--- src/rtl/lfsr_period_meter_if.sv ---
// -----------------------------------------------------------------------------
// lfsr_period_meter_if
// Groups the observed LFSR state word, the restart request and the measurement
// results of lfsr_period_meter into one bundle.
//
// Signals:
//   state_i   [BITS-1:0]  LFSR state word being observed
//   restart_i             discard results and re-arm the meter
//   period_o  [BITS:0]    last measured period (1..2^BITS)
//   valid_o               period_o holds a completed measurement
//   stuck_o               state word has not changed for STUCK_TICKS cycles
//   busy_o                a measurement is in progress
//
// Modports:
//   master  drives state_i/restart_i, observes the results (LFSR side / bench)
//   slave   the meter itself
// -----------------------------------------------------------------------------
interface lfsr_period_meter_if #(
    parameter int BITS = 5
);
    logic [BITS-1:0] state_i;
    logic            restart_i;
    logic [BITS:0]   period_o;
    logic            valid_o;
    logic            stuck_o;
    logic            busy_o;

    modport master (
        output state_i,
        output restart_i,
        input  period_o,
        input  valid_o,
        input  stuck_o,
        input  busy_o
    );

    modport slave (
        input  state_i,
        input  restart_i,
        output period_o,
        output valid_o,
        output stuck_o,
        output busy_o
    );
endinterface

--- src/rtl/lfsr_period_meter.sv ---
// -----------------------------------------------------------------------------
// lfsr_period_meter
// Observes an LFSR state word every clock, detects each state advance and
// measures the cycle length: the number of advances until a captured reference
// state recurs. Measurement repeats continuously. A state word that stops
// changing for STUCK_TICKS cycles is flagged as stuck (lock-up, or a period-1
// loop, which cannot be told apart from lock-up).
//
// Ports:
//   clk        clock
//   reset_i    synchronous, active-high reset
//   bus        lfsr_period_meter_if.slave
//                state_i, restart_i in; period_o, valid_o, stuck_o, busy_o out
//
// Parameters:
//   BITS         width of the observed state word
//   STUCK_TICKS  cycles without a state change before stuck is declared (>= 2)
//
// Build option:
//   LFSR_PERIOD_MAX_HOLD_EN  when defined, period_o only takes a new period
//                            that is larger than the one it holds (maximum
//                            since reset/restart). Undefined: every completed
//                            period is published.
// -----------------------------------------------------------------------------
module lfsr_period_meter #(
    parameter int BITS        = 5,
    parameter int STUCK_TICKS = 12500
) (
    input  logic                 clk,
    input  logic                 reset_i,
    lfsr_period_meter_if.slave   bus
);

    localparam int IDLE_W = (STUCK_TICKS > 2) ? $clog2(STUCK_TICKS) : 1;
    localparam logic [IDLE_W-1:0] IDLE_LAST = IDLE_W'(STUCK_TICKS - 1);
    localparam logic [IDLE_W-1:0] IDLE_ONE  = IDLE_W'(1);
    // 2^BITS: a count that reaches this never returned to the reference state
    localparam logic [BITS:0]     CNT_OVF   = {1'b1, {BITS{1'b0}}};
    localparam logic [BITS:0]     CNT_ONE   = {{BITS{1'b0}}, 1'b1};

    typedef enum logic [1:0] {
        ST_ARM   = 2'd0,
        ST_COUNT = 2'd1,
        ST_STUCK = 2'd2
    } fsm_t;

    fsm_t              fsm_q, fsm_d;
    logic [BITS-1:0]   prev_q;
    logic              prev_ok_q;
    logic [BITS-1:0]   ref_q, ref_d;
    logic [BITS:0]     count_q, count_d;
    logic [IDLE_W-1:0] idle_q, idle_d;
    logic [BITS:0]     period_q, period_d;
    logic              valid_q, valid_d;
    logic              stuck_q, stuck_d;

    logic              step_s;
    logic              hit_ref_s;
    logic [BITS:0]     count_inc_s;
    logic              publish_s;

    // prev_ok keeps the first sample after reset/restart from looking like an advance
    assign step_s      = prev_ok_q && (bus.state_i != prev_q);
    assign hit_ref_s   = (bus.state_i == ref_q);
    assign count_inc_s = count_q + CNT_ONE;

`ifdef LFSR_PERIOD_MAX_HOLD_EN
    assign publish_s = (count_inc_s > period_q);
`else
    assign publish_s = 1'b1;
`endif

    // Previous state word, sampled unconditionally for advance detection
    always_ff @(posedge clk) begin
        prev_q <= bus.state_i;
    end

    // Validity of prev_q: cleared by reset/restart, set one cycle later
    always_ff @(posedge clk) begin
        if (reset_i || bus.restart_i) begin
            prev_ok_q <= 1'b0;
        end else begin
            prev_ok_q <= 1'b1;
        end
    end

    // FSM state and measurement registers, reset takes priority over restart
    always_ff @(posedge clk) begin
        if (reset_i || bus.restart_i) begin
            fsm_q    <= ST_ARM;
            ref_q    <= '0;
            count_q  <= '0;
            idle_q   <= '0;
            period_q <= '0;
            valid_q  <= 1'b0;
            stuck_q  <= 1'b0;
        end else begin
            fsm_q    <= fsm_d;
            ref_q    <= ref_d;
            count_q  <= count_d;
            idle_q   <= idle_d;
            period_q <= period_d;
            valid_q  <= valid_d;
            stuck_q  <= stuck_d;
        end
    end

    // Next-state and datapath update for the ARM / COUNT / STUCK sequence
    always_comb begin
        fsm_d    = fsm_q;
        ref_d    = ref_q;
        count_d  = count_q;
        idle_d   = idle_q;
        period_d = period_q;
        valid_d  = valid_q;
        stuck_d  = stuck_q;

        case (fsm_q)
            ST_ARM: begin
                // Whatever is on state_i now becomes the reference, so an
                // advance landing in this cycle is absorbed, not counted.
                ref_d   = bus.state_i;
                count_d = '0;
                idle_d  = '0;
                fsm_d   = ST_COUNT;
            end

            ST_COUNT: begin
                if (step_s) begin
                    if (hit_ref_s) begin
                        if (publish_s) begin
                            period_d = count_inc_s;
                        end else begin
                            period_d = period_q;
                        end
                        valid_d = 1'b1;
                        fsm_d   = ST_ARM;
                    end else begin
                        count_d = count_inc_s;
                        idle_d  = '0;
                        // More steps than there are states: we are on a tail
                        // that never revisits ref, so re-arm without publishing.
                        if (count_inc_s == CNT_OVF) begin
                            fsm_d = ST_ARM;
                        end else begin
                            fsm_d = ST_COUNT;
                        end
                    end
                end else begin
                    if (idle_q == IDLE_LAST) begin
                        idle_d  = idle_q;
                        stuck_d = 1'b1;
                        fsm_d   = ST_STUCK;
                    end else begin
                        idle_d = idle_q + IDLE_ONE;
                        fsm_d  = ST_COUNT;
                    end
                end
            end

            ST_STUCK: begin
                if (step_s) begin
                    stuck_d = 1'b0;
                    fsm_d   = ST_ARM;
                end else begin
                    fsm_d = ST_STUCK;
                end
            end

            default: begin
                fsm_d = ST_ARM;
            end
        endcase
    end

    assign bus.period_o = period_q;
    assign bus.valid_o  = valid_q;
    assign bus.stuck_o  = stuck_q;
    assign bus.busy_o   = (fsm_q != ST_STUCK);

endmodule
--- src/flat_wrapper.sv ---
// flat-port wrapper written by rule: the top's interface ports become plain ports
module lfsr_period_meter_flat 
#(
    parameter int BITS        = 5,
    parameter int STUCK_TICKS = 12500
)
  (clk, reset_i, bus_state_i, bus_restart_i, bus_period_o, bus_valid_o, bus_stuck_o, bus_busy_o);
  lfsr_period_meter_if #(.BITS(BITS)) bus_i ();
  input  logic clk;
  input  logic reset_i;
  input wire logic [$bits(bus_i.state_i)-1:0] bus_state_i;
  input wire logic [$bits(bus_i.restart_i)-1:0] bus_restart_i;
  output wire logic [$bits(bus_i.period_o)-1:0] bus_period_o;
  output wire logic [$bits(bus_i.valid_o)-1:0] bus_valid_o;
  output wire logic [$bits(bus_i.stuck_o)-1:0] bus_stuck_o;
  output wire logic [$bits(bus_i.busy_o)-1:0] bus_busy_o;
  assign bus_i.state_i = bus_state_i;
  assign bus_i.restart_i = bus_restart_i;
  assign bus_period_o = bus_i.period_o;
  assign bus_valid_o = bus_i.valid_o;
  assign bus_stuck_o = bus_i.stuck_o;
  assign bus_busy_o = bus_i.busy_o;
  lfsr_period_meter #(.BITS(BITS), .STUCK_TICKS(STUCK_TICKS)) u_core (.clk(clk), .reset_i(reset_i), .bus(bus_i));
endmodule
--- config.mk ---
export PLATFORM = sky130hd
export DESIGN_NAME = lfsr_period_meter_flat
export DESIGN_NICKNAME = d
export VERILOG_FILES = /design/src/rtl/lfsr_period_meter_if.sv /design/src/rtl/lfsr_period_meter.sv /design/src/flat_wrapper.sv
export SDC_FILE = /design/constraint.sdc
export NUM_CORES = 1
export LEC_CHECK = 0
export ABC_AREA = 1
export BUFFER_PORTS_ARGS = -buffer_cell sky130_fd_sc_hd__buf_2
export CAP_MARGIN = 20
export CORE_MARGIN = 5
export CORE_UTILIZATION = 59
export CTS_BUF_LIST = sky130_fd_sc_hd__clkbuf_16
export DETAILED_ROUTE_END_ITERATION = 12
export HOLD_SLACK_MARGIN = 0.15
export MAX_ROUTING_LAYER = met4
export PLACE_DENSITY = 0.87
export SLEW_MARGIN = 20
export SYNTH_ARGS = -nofsm -noshare
export SYNTH_HDL_FRONTEND = slang
export SYNTH_SLANG_ARGS = --single-unit
--- constraint.sdc ---
create_clock -name clk -period 1.9 [get_ports clk]
set_input_delay 0.285 -clock clk [delete_from_list [all_inputs] [get_ports clk]]
set_output_delay 0.285 -clock clk [all_outputs]
set_load 0.1 [all_outputs]
* After elaboration in Yosys (flattened, before gate mapping)
Cells that the tools add are included.
W data, S select, Z words.
** Operators by class
- Add/sub/neg operators :: 2
- Reductions and logical operators :: 9
- Equality and inequality tests :: 14
- Multiplexer cells :: 18
** Operators by type and width (count)
- $mux W14 :: 3
- $pmux W14 S2 :: 1
- $add A14 B1 Y14 const B :: 1
- $eq A14 B14 Y1 const B :: 1
- $mux W6 :: 2
- $pmux W6 S2 :: 1
- $reduce_and A3 Y1 :: 3
- $mux W2 :: 4
- $add A6 B1 Y6 const B :: 1
- $eq A6 B6 Y1 const B :: 1
- $ne A2 B1 Y1 const B :: 3
- $ne A2 B2 Y1 const B :: 3
- $pmux W2 S3 :: 1
- $eq A5 B5 Y1 :: 1
- $mux W1 :: 5
- $ne A5 B5 Y1 :: 1
- $reduce_and A4 Y1 :: 1
- $reduce_bool A2 Y1 :: 2
- $ne A3 B2 Y1 const B :: 1
- $ne A3 B3 Y1 const B :: 1
- $eq A2 B1 Y1 const B :: 1
- $eq A2 B2 Y1 const B :: 1
- $logic_not A2 Y1 :: 1
- $pmux W1 S2 :: 1
- other kinds (2) :: 2
** Word-level totals
- Output and inout bits :: 9
- Register bits :: 41

* Depth between registers and ports, before layout
- Depth after elaboration :: 6
- Gate-level depth with buffers :: 13
- Mapped depth without buffers :: 12

* Worst setup path after synthesis
OpenSTA, ideal clock, no wires.
- Path kind :: register to register
- Start point :: register u_core.fsm_q[1]
- End point :: register u_core.stuck_q (netlist: u_core.bus.stuck_o)
- Slack :: 374 ps
- Library setup time :: 70 ps
- Arrival :: 1457 ps
- Data required time :: 1830 ps
- Stages on the path, launching flop included :: 6
- Cells stage by stage :: dfxtp_1 inv_1 nor2_1 inv_1 o21ai_0 a21oi_1
** Between the ends
- Word-level cells in the longest chain between the ends :: 3
- Elaborated cells on any way between the ends :: 8
- Classes of those cells :: 5 x eq/ne; 1 x mux; 2 x reduce/logical
** RTL lines
- start, declared :: line lfsr_period_meter.sv:47 : fsm_t fsm_q, fsm_d;
- start signal, assigned :: line lfsr_period_meter.sv:98 : fsm_q <= fsm_d;
- $eq A2 B2 Y1 or $eq A2 B1 Y1 (tied branches) :: line lfsr_period_meter.sv:118 : case (fsm_q)
- $ne A2 B1 Y1 (no line) (tied with other cells)
- $reduce_and A4 Y1 (no line)
- end signal, assigned :: line lfsr_period_meter.sv:104 : stuck_q <= stuck_d;
- end, declared :: line lfsr_period_meter.sv:55 : logic stuck_q, stuck_d;
Parallel ways exist; a longest one is shown, timed or not.
A chain may end at the register's enable or synchronous reset.

* Final worst setup path
- Start point :: register u_core.fsm_q[1]
- End point :: output port bus_busy_o
** Between the ends
- Word-level cells in the longest chain between the ends :: 1
** RTL lines
- $ne A2 B2 Y1 :: line lfsr_period_meter.sv:179 : assign bus.busy_o = (fsm_q != ST_STUCK);
- end, declared :: line flat_wrapper.sv:16 : output wire logic [$bits(bus_i.busy_o)-1:0] bus_busy_o;
No other way between the ends.

==> qor.yml <==
placed_design:
  gp_congestion: 0.972
  hpwl_um: 3280
  dp.cells: 378
  placed_cell_area_um2: 2260
  port_buffers: 16
critical_path:
  cpMostUsedCell: "inv_1"
  cp-end-kind: "primary output"
  cp_num_buf_inv: 3
  cpPeakStageDelay_ns: 0.56
  required_ns: 1.62
  cp_slowest_cell: "dfxtp_1"
  path_max_fanout: 6
  worst_ep_arrival_time_ns: 1.48
  start_kind: "register"
  path_delay_family: "flip-flops"
  critPathKind: "register to primary output"
  crit_chain: "inv_1 > nor2_1 > inv_1 > buf_2"
finish:
  diodes: 0
  seq_area_um2: 821
  fin_area_um2: 2440
  nNetsFinal: 351
  final_core_utilization: 0.714
  multi_input_area_um2: 1140
  area_delta_synth_final_pct: 14.3
  fillCellCount: 285
  drive_above_1_share: 0.117
  final_cells: 387
  final_cell_mix: "nand2_1 (71), nor2_1 (65), dfxtp_1 (41), inv_1 (34), nand3_1 (21)"
  layout_commonest_cell: "nand2_1"
power:
  combPwrFrac: 0.063
  powerDensity_nw_per_um2: 797
  pwr-share-seq: 0.458
  clkPwrFrac: 0.479
  swShare: 0.213
  intPower_mw: 1.53
  leakagePower_nw: 1.12
  peakVddDrop_mv: 0.631
  total_power_mw: 1.94
  power.switching_mw: 0.414
timing:
  tightest_slew_ns: 0.493
  fin_crit_ns: 1.76
  rsz0062_at_grt: "false"
  setup_violations: 0
  final.setup_skew_ns: 0.00482
  maxSlewHeadroom: 0.674
  drv_slew: 0
  fmax_mhz: 567
  timing.final.crit_share: 0.928
  finalHoldViolations: 0
  tns_ns: 0
logic_synthesis:
  ys.flop_type: "dfxtp_1"
  syn_inst: 317
  syn-num-nets: 328
  ys_seq_elements: 41
  synth.avg_cell_area_um2: 6.73
  synth_seq_area_share: 0.385
  synth_cell_types: 25
  mappedNetlistArea_um2: 2130
  ys_async_sr_fraction: 0
  synth_edf_count: 0
  synth_warnings: 0
route:
  antenna_left: 0
  vias: 2016
  drt_iter0_markers: 176
  drt-pass1-iter-count: 4
  routed_wirelength_um: 4690
  wl_per_cell_um: 12.1
  vias_per_cell: 5.21
  route.detailed.drc: 0
global_route:
  antenna_found_initial: 0
  gr-usage-met3: 0.0445
  grt_pass1_wl_um: 8220
  grt_busiest_layer: "met2"
  overflow: 0
  use_met2: 0.345
  grt_pass1_vias: 1917
  grt_max_degree: 26
  grt_usage: 0.211
  use_met1: 0.255
clock_tree:
  path_clk_slew_ns: 0.06
  htree_levels: 2
  cts-root-buf: "clkbuf_16"
  cts_buffers: 5
  holdBufCountCts: 1
  cts_tree: "done"
  clock_path_buffers: 2
  cts_setup_buffers: 0
  clock_sinks: 41
  ctsResizeCount: 0
  clkLatencyLatePin_ns: 0.28
die:
  fp.dieH_um: 70.1
  core_um2: 3420
  die_w_um: 70.1
  initial_utilization: 0.624
  num_rows: 21
  die-area_um2: 4920
  io_pins: 17
hold_path:
  hold_class: "input port to register"
flow_run:
  drv_cap: 0
outcome:
  status: "completed"
-- power by group through the flow --
stage          Clock [mW]  Combinational (mW)  Sequential [mW]
6_report            0.930               0.122            0.890
5_1_grt             0.978               0.138            0.892
4_1_cts             0.936               0.120            0.890
3_5_place_dp            0               0.117            0.908
3_3_place_gp            0               0.113            0.908
2_1_floorplan           0              0.0823            0.907
-- cells by family (layout without fill, tap and decap cells) --
| group | Yosys count | in the layout | synth area share |
|---|---|---|---|
| compound gates | 42 | 42 | 0.104 |
| flops | 41 | 41 | 0.385 |
| buf+inv | 41 | 65 | 0.0810 |
| simple gates | 179 | 179 | 0.367 |
| xor+xnor | 11 | 11 | 0.0452 |
| fa+ha+maj | 3 | 3 | 0.0176 |
-- metal layers --
| metal | share of wire | up-vias |
|---|---|---|
| met4 | 0.011 | 0 |
| met1 | 0.47 | 919 |
| met5 | 0 | - |
| met3 | 0.042 | 6 |
| met2 | 0.48 | 42 |
| li1 | - | 1049 |
-- cells in the mapped netlist (all sizes together) (2+ instances only) --
library cell / n / share of area
buf: 3 / 0.013
ha: 3 / 0.018
a21oi: 21 / 0.055
o21ai: 21 / 0.049
nand4: 6 / 0.018
clkbuf: 2 / 0.0035
xnor2: 5 / 0.021
inv: 36 / 0.065
xor2: 6 / 0.025
nand2: 77 / 0.15
nand3: 21 / 0.049
nor3: 3 / 0.0070
nor2: 69 / 0.14
dfxtp: 41 / 0.38
-- flip-flops by register name, indices dropped and copies added (netlist names) --
| signal | cells |
|---|---|
| u_core.bus.period_o | 6 |
| u_core.bus.stuck_o | 1 |
| u_core.bus.valid_o | 1 |
| u_core.count_q | 6 |
| u_core.fsm_q | 2 |
| u_core.idle_q | 14 |
| u_core.prev_ok_q | 1 |
| u_core.prev_q | 5 |
| u_core.ref_q | 5 |
-- path summary, 6_finish.rpt --
path,startpoint,end,slack [ns],depth (start not counted)
setup reg to reg,u_core.fsm_q[1],u_core.idle_q[13],0.26,7
hold / removal,bus_state_i[1],u_core.prev_q[1],0.17,1
setup / recovery,u_core.fsm_q[1],bus_busy_o,0.14,4
hold reg to reg,u_core.bus.valid_o,u_core.bus.valid_o,0.47,2
-- cell type report --
| cell class | count | share of cell area |
|---|---|---|
| Multi-Input combinational cell | 235 | 0.467 |
| Sequential cell | 41 | 0.337 |
| Inverter | 36 | 0.0565 |
| Clock buffer | 5 | 0.0513 |
| Timing Repair Buffer | 21 | 0.0493 |
| Tap cell | 46 | 0.0236 |
| Clock inverter | 3 | 0.0154 |
-- stage by stage --
| step | setup slack (ns) | hold WS, ns |
|---|---|---|
| after floorplan | 0.374 | 0.313 |
| after global placement | 0.273 | 0.425 |
| after detailed placement | 0.217 | 0.434 |
| after CTS | 0.171 | 0.161 |
| after global routing | 0.0547 | 0.163 |
| final | 0.137 | 0.166 |
Note: power is estimated with default switching activity, not from simulation.
